[config.mk]
export PLATFORM = sky130hd
export DESIGN_NAME = adc_spi_capture_flat
export DESIGN_NICKNAME = d
export VERILOG_FILES = /design/src/rtl/adc_spi_capture_if.sv /design/src/rtl/adc_spi_capture.sv /design/src/flat_wrapper.sv
export SDC_FILE = /design/constraint.sdc
export NUM_CORES = 1
export LEC_CHECK = 0
export CAP_MARGIN = 30
export CELL_PAD_IN_SITES_DETAIL_PLACEMENT = 1
export CELL_PAD_IN_SITES_GLOBAL_PLACEMENT = 1
export CORE_MARGIN = 3
export CORE_UTILIZATION = 48
export DETAILED_ROUTE_END_ITERATION = 8
export PLACE_DENSITY_LB_ADDON = 0.25
export SYNTH_ARGS = -nofsm -noshare
export SYNTH_HDL_FRONTEND = slang
export SYNTH_SLANG_ARGS = --single-unit
[constraint.sdc]
create_clock -name clock_in_i -period 4.5 [get_ports clock_in_i]
set_input_delay 0.45 -clock clock_in_i [delete_from_list [all_inputs] [get_ports clock_in_i]]
set_output_delay 0.45 -clock clock_in_i [all_outputs]
set_load 0.01 [all_outputs]
[src/rtl/adc_spi_capture_if.sv]
// rtl/adc_spi_capture_if.sv - signal bundle between adc_spi_capture and its divider, ADC and acquisition datapath
// Ports (slave = capture controller view):
//   start_i      in   frame request
//   sclk_div_i   in   divided clock from the paired clock_div
//   miso_i       in   ADC serial data
//   div_en_o     out  divider enable
//   div_clear_o  out  divider clear
//   busy_o       out  controller not idle
//   cs_n_o       out  ADC chip select, active-low
//   sclk_o       out  ADC serial clock
//   data_o       out  last captured word
//   valid_o      out  one-cycle strobe when data_o updates
interface adc_spi_capture_if #(
    parameter int DATA_WIDTH = 16
);
    logic                  start_i;
    logic                  sclk_div_i;
    logic                  miso_i;
    logic                  div_en_o;
    logic                  div_clear_o;
    logic                  busy_o;
    logic                  cs_n_o;
    logic                  sclk_o;
    logic [DATA_WIDTH-1:0] data_o;
    logic                  valid_o;

    modport slave (
        input  start_i, sclk_div_i, miso_i,
        output div_en_o, div_clear_o, busy_o, cs_n_o, sclk_o, data_o, valid_o
    );

    modport master (
        output start_i, sclk_div_i, miso_i,
        input  div_en_o, div_clear_o, busy_o, cs_n_o, sclk_o, data_o, valid_o
    );
endinterface

[src/rtl/adc_spi_capture.sv]
// rtl/adc_spi_capture.sv - framed MSB-first SPI mode-0 read of a serial ADC, clocked from a gated divider
// Ports:
//   clock_in_i  in   system clock, rising edge
//   reset_i     in   asynchronous active-high reset
//   bus         adc_spi_capture_if.slave: start/busy, divider control,
//               SPI pins (cs_n_o, sclk_o, miso_i) and captured word (data_o, valid_o)
module adc_spi_capture #(
    parameter int DATA_WIDTH     = 16,
    parameter int CS_HIGH_CYCLES = 4
) (
    input  logic               clock_in_i,
    input  logic               reset_i,
    adc_spi_capture_if.slave   bus
);

    typedef enum logic [2:0] {
        IDLE,
        SETUP,
        SHIFT,
        HOLD,
        RECOVER
    } state_t;

    localparam int BIT_CNT_W    = $clog2(DATA_WIDTH + 1);
    localparam int RECOVER_LEN  = (CS_HIGH_CYCLES < 1) ? 1 : CS_HIGH_CYCLES;
    localparam int REC_CNT_W    = $clog2(RECOVER_LEN + 1);

    localparam logic [BIT_CNT_W-1:0] LAST_BIT = BIT_CNT_W'(DATA_WIDTH - 1);
    localparam logic [REC_CNT_W-1:0] REC_LOAD = REC_CNT_W'(RECOVER_LEN);
    localparam logic [REC_CNT_W-1:0] REC_ONE  = REC_CNT_W'(1);

    state_t                  state;
    logic                    sclk_q;
    logic [BIT_CNT_W-1:0]    bit_cnt;
    logic [REC_CNT_W-1:0]    rec_cnt;
    logic [DATA_WIDTH-1:0]   shift_reg;
    logic [DATA_WIDTH-1:0]   shift_next;

    logic                    cs_n_r;
    logic                    sclk_r;
    logic                    div_en_r;
    logic                    div_clear_r;
    logic                    busy_r;
    logic                    valid_r;
    logic [DATA_WIDTH-1:0]   data_r;

    logic                    sclk_rise;
    logic                    sclk_fall;

    // sclk_div_i is already a register in this clock domain, so the edge
    // detector compares it straight against its one-cycle-delayed copy.
    assign sclk_rise = bus.sclk_div_i & ~sclk_q;
    assign sclk_fall = ~bus.sclk_div_i & sclk_q;

    // New bit enters at the LSB; the truncating cast keeps this legal for
    // a one-bit shift register as well.
    assign shift_next = DATA_WIDTH'({shift_reg, bus.miso_i});

    always_ff @(posedge clock_in_i or posedge reset_i) begin
        if (reset_i) begin
            state       <= IDLE;
            sclk_q      <= 1'b0;
            bit_cnt     <= '0;
            rec_cnt     <= '0;
            shift_reg   <= '0;
            cs_n_r      <= 1'b1;
            sclk_r      <= 1'b0;
            div_en_r    <= 1'b0;
            div_clear_r <= 1'b1;
            busy_r      <= 1'b0;
            valid_r     <= 1'b0;
            data_r      <= '0;
        end else begin
            sclk_q  <= bus.sclk_div_i;
            valid_r <= 1'b0;

            case (state)
                IDLE: begin
                    if (bus.start_i) begin
                        cs_n_r      <= 1'b0;
                        div_clear_r <= 1'b0;
                        div_en_r    <= 1'b1;
                        busy_r      <= 1'b1;
                        bit_cnt     <= '0;
                        state       <= SETUP;
                    end
                end

                // One full divided period with CS low and SCLK parked low:
                // the first divider rise is swallowed, the first fall starts shifting.
                SETUP: begin
                    sclk_r <= 1'b0;
                    if (sclk_fall) begin
                        state <= SHIFT;
                    end
                end

                SHIFT: begin
                    sclk_r <= bus.sclk_div_i;
                    if (sclk_rise) begin
                        shift_reg <= shift_next;
                        bit_cnt   <= bit_cnt + 1'b1;
                        if (bit_cnt == LAST_BIT) begin
                            state <= HOLD;
                        end
                    end
                end

                // Keep CS low through the final high phase so the ADC sees a
                // complete last clock before the frame closes.
                HOLD: begin
                    if (sclk_fall) begin
                        cs_n_r      <= 1'b1;
                        sclk_r      <= 1'b0;
                        data_r      <= shift_reg;
                        valid_r     <= 1'b1;
                        div_en_r    <= 1'b0;
                        div_clear_r <= 1'b1;
                        rec_cnt     <= REC_LOAD;
                        state       <= RECOVER;
                    end else begin
                        sclk_r <= bus.sclk_div_i;
                    end
                end

                RECOVER: begin
                    if (rec_cnt <= REC_ONE) begin
                        busy_r <= 1'b0;
                        state  <= IDLE;
                    end else begin
                        rec_cnt <= rec_cnt - 1'b1;
                    end
                end

                default: begin
                    state <= IDLE;
                end
            endcase
        end
    end

    assign bus.cs_n_o      = cs_n_r;
    assign bus.sclk_o      = sclk_r;
    assign bus.div_en_o    = div_en_r;
    assign bus.div_clear_o = div_clear_r;
    assign bus.busy_o      = busy_r;
    assign bus.valid_o     = valid_r;
    assign bus.data_o      = data_r;

endmodule
[src/flat_wrapper.sv]
// flat-port wrapper written by rule: the top's interface ports become plain ports
module adc_spi_capture_flat 
#(
    parameter int DATA_WIDTH     = 16,
    parameter int CS_HIGH_CYCLES = 4
)
  (clock_in_i, reset_i, bus_start_i, bus_sclk_div_i, bus_miso_i, bus_div_en_o, bus_div_clear_o, bus_busy_o, bus_cs_n_o, bus_sclk_o, bus_data_o, bus_valid_o);
  adc_spi_capture_if #(.DATA_WIDTH(DATA_WIDTH)) bus_i ();
  input  logic clock_in_i;
  input  logic reset_i;
  input wire logic [$bits(bus_i.start_i)-1:0] bus_start_i;
  input wire logic [$bits(bus_i.sclk_div_i)-1:0] bus_sclk_div_i;
  input wire logic [$bits(bus_i.miso_i)-1:0] bus_miso_i;
  output wire logic [$bits(bus_i.div_en_o)-1:0] bus_div_en_o;
  output wire logic [$bits(bus_i.div_clear_o)-1:0] bus_div_clear_o;
  output wire logic [$bits(bus_i.busy_o)-1:0] bus_busy_o;
  output wire logic [$bits(bus_i.cs_n_o)-1:0] bus_cs_n_o;
  output wire logic [$bits(bus_i.sclk_o)-1:0] bus_sclk_o;
  output wire logic [$bits(bus_i.data_o)-1:0] bus_data_o;
  output wire logic [$bits(bus_i.valid_o)-1:0] bus_valid_o;
  assign bus_i.start_i = bus_start_i;
  assign bus_i.sclk_div_i = bus_sclk_div_i;
  assign bus_i.miso_i = bus_miso_i;
  assign bus_div_en_o = bus_i.div_en_o;
  assign bus_div_clear_o = bus_i.div_clear_o;
  assign bus_busy_o = bus_i.busy_o;
  assign bus_cs_n_o = bus_i.cs_n_o;
  assign bus_sclk_o = bus_i.sclk_o;
  assign bus_data_o = bus_i.data_o;
  assign bus_valid_o = bus_i.valid_o;
  adc_spi_capture #(.DATA_WIDTH(DATA_WIDTH), .CS_HIGH_CYCLES(CS_HIGH_CYCLES)) u_core (.clock_in_i(clock_in_i), .reset_i(reset_i), .bus(bus_i));
endmodule
==> run metrics, run 1 <==
Seq/Total Area, Yosys=57.6%; Netlist cell types=42; critical path's slowest cell=clkdlybuf4s50_1; EDFF count, synth=0; Sink Count=49; Clock power frac=21.4%; GPL Wtd Cong=0.810; cells along the critical path=clkdlybuf4s50_1, nand3b_2, nor2_4, mux2_2; PwrDens=468 nW/um^2; Die X=72.6 um; wirelength, routed=4260 um; run status=complete, no violations; critical path class=input pin to register; Hold Crit Class=input pin to asynchronous set/reset pin; Pre-antenna DRT Iters=4; Async SR Flop Fraction=between 90% and 100%; Worst-Margin Slew=0.515 ns; Die Area=5270 um^2; nets=between 150 and 200; RSZ-0062 raised after global routing=no; clk_lat worst skew=approximately 0.29 ns; number of global-route vias before repair=1488; Sw Share=roughly 32%; Port Buffer Count=26; postcts setup bufs=0; critical path peak fanout=18; fin. max-slew vios=0; layout cells sized above 1=26.1%; maximum VDD drop=0.000236 V; antenna violation net count after detailed routing=0; fin crit share=44.7%; commonest non-fill, non-tap cell in the layout=dfrtp_1; clk_skew=0.00745 ns; post-cts gate resize count=0; clock buffer depth=2; via/cell ratio=5.71; cts bufs inserted=5; Tot GR Track Use=18.6%; via count=1337; final core area utilization=60.7%; H-Tree Depth=2; Die H=~73 um; Remaining DRCs=0; Worst EP arrival=2.20 ns; P_sw=378 uW; drt initial violations=47; initial core utilization=approximately 50%; hpwl dp=2920 um; Antenna Cells=0; ys flop type=dfrtp_1; Pint=797 uW; CTS hold repair buffers=0; mean area per synthesized cell=13.7 um^2; synthesized instance count=roughly 160; Synth Net Count=around 160; pin count of the biggest net entering global routing=50; final setup vio count=0; CTS tree=done; Logic pwr share=26.6%; Ys Warns=0; Core ar.=4140 um^2; Setup TNS Final=0 ns; most frequent cells in the layout=dfrtp_1 (48), mux2_2 (26), clkdlybuf4s50_1 (26); first-pass GRT wire length=about 7500 um; Fmax=roughly 0.50 GHz; # IOs=27; CTS root buf=clkbuf_8; Row Count=23; Seq cells post-synth=49; clk slew on worst S/H paths=around 0.090 ns; Pleak=1.20 nW; worst stage delay on the critical path=0.54 ns; Area Growth Syn to Fin=18.0%; WP data required=4.69 ns; sequential share of power=52.1%; CP Launch Type=input pin; Fin. Hold Viols=0; Max Cap Viol=0; gr ovfl total=0; area of the mapped netlist=2130 um^2; WL per Instance=approximately 18 um; crit path time final=between 2 and 2.5 ns; Slew Limit Headroom=~66%; Crit. End Element=register; antenna violations before repair=0
metal layers:
metal	wire, um	up-vias	track usage (%)
met4	13	0	5.12
li1	-	615	-
met1	1750	697	22.6
met3	143	2	4.82
met2	2350	23	32.7
met5	0	-	0
cells in the mapped netlist, types with 2 or more instances:
cell / number / area share, %
dfrtp_1: 48 / 56
mux2_2: 26 / 14
mux2_4: 8 / 5.6
o21ai_0: 8 / 1.9
inv_1: 5 / 0.88
nand2_1: 5 / 0.88
a21oi_1: 4 / 0.94
nor2_1: 4 / 0.70
ha_1: 3 / 1.8
nand2b_1: 3 / 0.88
nor3_1: 3 / 0.70
and3_1: 2 / 0.59
and3b_1: 2 / 0.82
buf_2: 2 / 0.47
buf_6: 2 / 1.1
nand3_1: 2 / 0.47
nand3b_1: 2 / 0.70
o22ai_1: 2 / 0.59
cells by family (layout without fill, tap and decap cells):
family | after synthesis | after routing | share of synthesized area (%)
AOI/OAI and AO/OA | 24 | 24 | 7.46
muxes | 35 | 35 | 19.8
buffers and inverters | 11 | 40 | 2.94
adders and majority gates | 3 | 3 | 1.76
DFF | 49 | 49 | 57.6
and+or+nand+nor | 33 | 33 | 10.4
final cells by class:
class / instances / area [um^2]
fillers: 403 / 1630
flip-flops and latches: 49 / 1230
multi-input cells: 95 / 841
repair buffers: 27 / 280
well taps: 50 / 62.6
clock inverters: 1 / 7.51
inverters: 5 / 18.8
clock buffers: 7 / 76.3
critical path: cells and delay by family:
kind | cells | cell delay (ns)
buffers and inverters | 1 | 0.54
multiplexers | 1 | 0.41
AND/OR/NAND/NOR | 2 | 0.79
per-stage QoR:
| step | cells | power [mW] | cell area [um^2] | hold slack (ns) | setup WS, ns |
|---|---|---|---|---|---|
| 4_1_cts | 233 | 1.19 | 2490 | 0.523 | 2.47 |
| 3_5_place_dp | 225 | 0.933 | 2410 | 0.498 | 2.16 |
| 5_1_grt | 234 | 1.25 | 2510 | 0.366 | 2.37 |
| 2_1_floorplan | 155 | 0.809 | 2130 | 0.474 | 2.88 |
| 6_report | 234 | 1.18 | 2510 | 0.350 | 2.49 |
| 3_3_place_gp | 225 | 0.910 | 2410 | 0.481 | 2.23 |
path summary, 6_finish.rpt:
| check | startpoint | endpoint | slack [ns] | depth (start not counted) |
|---|---|---|---|---|
| worst max-delay path | bus_sclk_div_i | u_core.bus.data_o[8] | 2.49 | 4 |
| worst min-delay path | reset_i | u_core.bus.data_o[13] | 0.35 | 2 |
| worst max register to register | u_core.state[1] | u_core.bus.data_o[8] | 2.63 | 3 |
| worst min register to register | u_core.bus.data_o[13] | u_core.bus.data_o[13] | 0.52 | 1 |
| max in group asynchronous | reset_i | u_core.bus.cs_n_o | 3.65 | 3 |
| min in group clock_in_i | u_core.bus.data_o[13] | u_core.bus.data_o[13] | 0.52 | 1 |
power groups by stage:
stage | registers [mW] | clock network [mW] | logic [mW]
6_report | 0.612 | 0.251 | 0.312
5_1_grt | 0.628 | 0.280 | 0.345
4_1_cts | 0.611 | 0.261 | 0.315
3_5_place_dp | 0.619 | 0 | 0.314
3_3_place_gp | 0.612 | 0 | 0.298
2_1_floorplan | 0.590 | 0 | 0.220
Power figures use the tool's default switching activity.
==> run 2: changes to the inputs <==
- CORE_UTILIZATION: 48 -> 40
- clock period: 4.5 -> 1.7 ns (I/O delays scaled with it)
==> run 2 against run 1 <==
  * Critical path type is now register to register
  * Design area is 5.3% higher
  * Critical path depth is 1 lower
  * Cell count is 12% higher
  * Worst hold slack worse by 0.19 ns
  * Highest routed layer unchanged
  * Register-to-register slack worse by 2.6 ns
  * Largest cell class unchanged
  * Total power grew to 2.8 times the previous value
==> run metrics, run 2 (synthesis gave the netlist of run 1 again) <==
run status=complete, no violations (unchanged); number of global-route vias before repair=1536 (was 1488); Pre-antenna DRT Iters=4 (unchanged); Sink Count=49 (unchanged); Pleak=1.26 nW (was 1.20 nW); WL per Instance=17.6 um (was 18.2 um); critical path's slowest cell=dfrtp_1 (was clkdlybuf4s50_1); Buffers & Inverters on Critical Path=0 (was 1); critical path peak fanout=11 (was 18); Core ar.=4940 um^2 (was 4140 um^2); Slew Limit Headroom=69.9% (was 65.6%); Register-to-Register Path Depth=3 (unchanged); crit path time final=1.64 ns; hpwl dp=3320 um (was 2920 um); initial core utilization=43.1% (was 51.4%); gr ovfl total=0 (unchanged); Port Buffer Count=26 (unchanged); wirelength, routed=4610 um (was 4260 um); via count=1359 (was 1337); clk_skew=0.0137 ns (was 0.00745 ns); Worst-Margin Slew=0.451 ns (was 0.515 ns); CTS root buf=clkbuf_8 (unchanged); Crit. End Element=register (unchanged); first-pass GRT wire length=7600 um (was 7520 um); post-cts gate resize count=0 (unchanged); H-Tree Depth=2 (unchanged); clock buffer depth=2 (unchanged); Tot GR Track Use=16.1% (was 18.6%); cells along the critical path=or3b_2, or3_1, o21ai_0 (was clkdlybuf4s50_1, nand3b_2, nor2_4, mux2_2); antenna violations before repair=0 (unchanged); WP data required=1.91 ns (was 4.69 ns); fin. max-slew vios=0 (unchanged); GPL Wtd Cong=0.761 (was 0.810); RSZ-0062 raised after global routing=no (unchanged); Area Growth Syn to Fin=24.3% (was 18.0%); CP Depth=3 (was 4); Final Non-Filler Cells=262 (was 234); Die H=79.0 um (was 72.6 um); Die Area=6240 um^2 (was 5270 um^2); final setup vio count=0 (unchanged); Hold Crit Class=input pin to asynchronous set/reset pin (unchanged); Remaining DRCs=0 (unchanged); crit path launch=u_core.state[0] (was bus_sclk_div_i); worst stage delay on the critical path=0.55 ns (was 0.54 ns); worst hold slack=0.162 ns (was 0.350 ns); drt initial violations=46 (was 47); antenna violation net count after detailed routing=0 (unchanged); PwrDens=1230 nW/um^2 (was 468 nW/um^2); reg2reg start=u_core.state[0] (was u_core.state[1]); cts bufs inserted=5 (unchanged); clk slew on worst S/H paths=0.09 ns (about the same); via/cell ratio=5.19 (was 5.71); maximum VDD drop=0.000652 V (was 0.000236 V); Max Cap Viol=0 (unchanged); postcts setup bufs=0 (unchanged); Inst Count DP=254 (was 225); Fin. Hold Viols=0 (unchanged); nets=202 (was 191); CTS hold repair buffers=0 (unchanged); Die X=79.0 um (was 72.6 um); critical path class=register to register (was input pin to register); Setup TNS Final=0 ns (unchanged); # fillers=521 (was 403); # IOs=27 (unchanged); Fmax=0.608 GHz; Worst EP arrival=1.85 ns (was 2.20 ns); fin crit share=96.7%; CP Launch Type=register (was input pin); Antenna Cells=0 (unchanged); pin count of the biggest net entering global routing=34 (was 50); CTS tree=done (unchanged); layout cells sized above 1=31.8% (was 26.1%); most frequent cells in the layout=dfrtp_1 (48), mux2_2 (26), clkdlybuf4s50_1 (26) (unchanged); Top Family by Delay on Critical Path=simple AND/OR/NAND/NOR gates (unchanged); Row Count=25 (was 23); commonest non-fill, non-tap cell in the layout=dfrtp_1 (unchanged); clk_lat worst skew=0.31 ns (was 0.29 ns)
-- run 2: per-stage QoR --
stage / area (um^2) / utilization, % / total power, mW / setup slack [ns]
after floorplan: 2130 / - / 2.14 / 0.214
after detailed placement: 2560 / 51.8 / 2.60 / -0.0440
after CTS: 2640 / 53.4 / 3.27 / 0.0586
after global placement: 2560 / 51.8 / 2.52 / -0.00786
final: 2650 / 53.6 / 3.24 / 0.0563
after global routing: 2650 / 53.6 / 3.46 / 0.00792
-- run 2: path summary, 6_finish.rpt --
path                                          to  slack (ns)
min in group clock_in_i      u_core.shift_reg[0]        0.49
max reg2reg                    u_core.rec_cnt[0]        0.06
max                            u_core.rec_cnt[0]        0.06
min                            u_core.rec_cnt[1]        0.16
max in group asynchronous  u_core.bus.data_o[15]        1.03
min reg2reg                u_core.bus.data_o[15]        0.51
-- run 2: cell type report --
cell class	instances	area (um^2)	share of cell area [%]
Tap cell	67	83.8	3.17
Multi-Input combinational cell	95	847	32.0
Clock buffer	6	72.6	2.74
Clock inverter	2	10.0	0.378
Timing Repair Buffer	38	388	14.7
Sequential cell	49	1230	46.4
Inverter	5	18.8	0.709
-- run 2: where the power goes --
part	switching (mW)	total, mW	leakage (nW)	internal (mW)
Combinational	0.456	0.989	0.567	0.533
Clock	0.378	0.664	0.0450	0.286
Sequential	0.221	1.59	0.653	1.37
-- run 2: per-layer routing --
layer	global-route usage, %	part of all wire, %
met5	0	0
met4	5.67	1.4
met3	4.20	2.6
met2	28.1	53
met1	19.1	43
==> run 3: changes to the inputs <==
- SETUP_SLACK_MARGIN: default -> 0.2
==> run 3 against run 2 <==
  * Non-clock buffer count is 8 higher
  * Count of clock-buffer cells in the layout unchanged
  * Cell count is 3.8% higher
  * Clock skew barely moved
  * Sequential power is essentially flat
  * Total power increased by 3.8%
  * Combinational power up 12%
  * Critical path depth is the same
  * Sequential share of layout area shrank 1.5 points
  * Largest cell class unchanged
  * Largest power group unchanged
  * Highest routed layer unchanged
==> run metrics, run 3 (synthesis gave the netlist of run 1 again) <==
WL per Instance=18.2 um (was 17.6 um); clock buffer depth=2 (unchanged); CTS hold repair buffers=0 (unchanged); clk_lat worst skew=0.31 ns (about the same); CTS root buf=clkbuf_8 (unchanged); worst stage delay on the critical path=0.48 ns (was 0.55 ns); Sink Count=49 (unchanged); cts bufs inserted=5 (unchanged); drt initial violations=69 (was 46); clk_skew=0.0138 ns (was 0.0137 ns); final setup vio count=0 (unchanged); # IOs=27 (unchanged); Antenna Cells=0 (unchanged); run status=complete, no violations (unchanged); worst hold slack=0.161 ns (was 0.162 ns); number of global-route vias before repair=1564 (was 1536); Worst-Margin Slew=0.402 ns (was 0.451 ns); cells along the critical path=and2b_1, nand2_2, mux2_2 (was or3b_2, or3_1, o21ai_0); Core ar.=4940 um^2 (unchanged); Fin. Hold Viols=0 (unchanged); CTS tree=done (unchanged); H-Tree Depth=2 (unchanged); PwrDens=1220 nW/um^2 (was 1230 nW/um^2); Die X=79.0 um (unchanged); Fmax=0.672 GHz (was 0.608 GHz); clk slew on worst S/H paths=0.09 ns (about the same); crit path time final=1.49 ns (was 1.64 ns); nets=212 (was 202); via count=1434 (was 1359); Slew Limit Headroom=73.2% (was 69.9%); Tot GR Track Use=16.5% (was 16.1%); gr ovfl total=0 (unchanged); antenna violations before repair=0 (unchanged); first-pass GRT wire length=7780 um (was 7600 um); critical path class=register to register (unchanged); # fillers=514 (was 521); Remaining DRCs=0 (unchanged); fin. max-slew vios=0 (unchanged); CP Launch Type=register (unchanged); Max Cap Viol=0 (unchanged); area of the multi-input gates=887 um^2 (was 847 um^2); Worst EP arrival=1.68 ns (was 1.85 ns); maximum VDD drop=0.000694 V (was 0.000652 V); Crit. End Element=register (unchanged); most frequent cells in the layout=dfrtp_1 (44), mux2_2 (26), clkdlybuf4s50_1 (24) (was dfrtp_1 (48), mux2_2 (26), clkdlybuf4s50_1 (26)); Pleak=1.31 nW (was 1.26 nW); RSZ-0062 raised after global routing=yes (was no); wirelength, routed=4950 um (was 4610 um); Hold Crit Class=input pin to asynchronous set/reset pin (unchanged); Die Area=6240 um^2 (unchanged); initial core utilization=43.1% (unchanged); Buffers & Inverters on Critical Path=0 (unchanged); Area Growth Syn to Fin=29.1% (was 24.3%); Pre-antenna DRT Iters=4 (unchanged); critical path's slowest cell=dfrtp_2 (was dfrtp_1); critical path peak fanout=8 (was 11); Port Buffer Count=26 (unchanged); WP data required=1.89 ns (was 1.91 ns); pin count of the biggest net entering global routing=34 (unchanged); final core area utilization=55.6% (was 53.6%); GPL Wtd Cong=0.761 (unchanged); layout cells sized above 1=39.0% (was 31.8%); via/cell ratio=5.27 (was 5.19); antenna violation net count after detailed routing=0 (unchanged); Top Family by Delay on Critical Path=simple AND/OR/NAND/NOR gates (unchanged); hpwl dp=3320 um (unchanged); Row Count=25 (unchanged); commonest non-fill, non-tap cell in the layout=dfrtp_1 (unchanged); area occupied by registers=1230 um^2 (about the same); Die H=79.0 um (unchanged); fin crit share=87.6% (was 96.7%)
## run 3: changes by cell type in the layout (fill, tap and decap cells not counted), moves of 2 or more
cell             delta
buf_4               +8
clkdlybuf4s50_1     -2
dfrtp_1             -4
dfrtp_2             +4
dlygate4sd2_1       +2
nand2_2             +2
## run 3: stage by stage
stage	setup WS, ns	cells	instance area [um^2]	power [mW]	TNS, ns
2_1_floorplan	0.214	155	2130	2.14	0
3_3_place_gp	-0.00786	254	2560	2.52	-0.0675
3_5_place_dp	-0.0440	254	2560	2.60	-0.881
4_1_cts	0.128	265	2670	3.30	0
5_1_grt	0.163	272	2750	3.58	0
6_report	0.211	272	2750	3.37	0
## run 3: power by group
| group | internal [mW] | switching (mW) |
|---|---|---|
| combinational | 0.594 | 0.512 |
| sequential | 1.38 | 0.216 |
| clock | 0.286 | 0.383 |
## run 3: routing by layer
metal | vias up | share of wire [%] | track usage, % | wire length [um]
met5 | - | 0 | 0 | 0
li1 | 659 | - | - | -
met1 | 753 | 43 | 19.7 | 2140
met4 | 0 | 1.3 | 5.67 | 65
met3 | 5 | 2.4 | 4.20 | 121
met2 | 17 | 53 | 28.9 | 2630
## run 3: layout make-up
type / count / share of cell area, %
sequential: 49 / 44.8
multi-input combinational: 97 / 32.3
timing repair buffer: 46 / 16.2
tap: 67 / 3.05
clock buffer: 6 / 2.64
inverter: 5 / 0.682
clock inverter: 2 / 0.364
## run 3: what timing repair did
item	in CTS	in global routing
buffers inserted	2	6
cloned	1	1
resized for setup	6	9
endpoints found under the setup margin	41	38
pin swaps	1	7
## run 3: final timing paths
check	slack, ns	depth (start not counted)	to	from
min in group clock_in_i	0.49	2	u_core.shift_reg[0]	bus_miso_i
max in group asynchronous	1.02	3	u_core.shift_reg[15]	reset_i
setup / recovery	0.21	3	u_core.shift_reg[11]	u_core.state[1]
hold reg to reg	0.51	1	u_core.bus.data_o[15]	u_core.shift_reg[15]
hold / removal	0.16	2	u_core.rec_cnt[1]	reset_i
setup reg to reg	0.21	3	u_core.shift_reg[11]	u_core.state[1]
## run 3: worst reg2reg max path, cell delays in order, from the launching register on
cell,delay (ns)
dfrtp_2,0.48
and2b_1,0.28
nand2_2,0.24
mux2_2,0.38
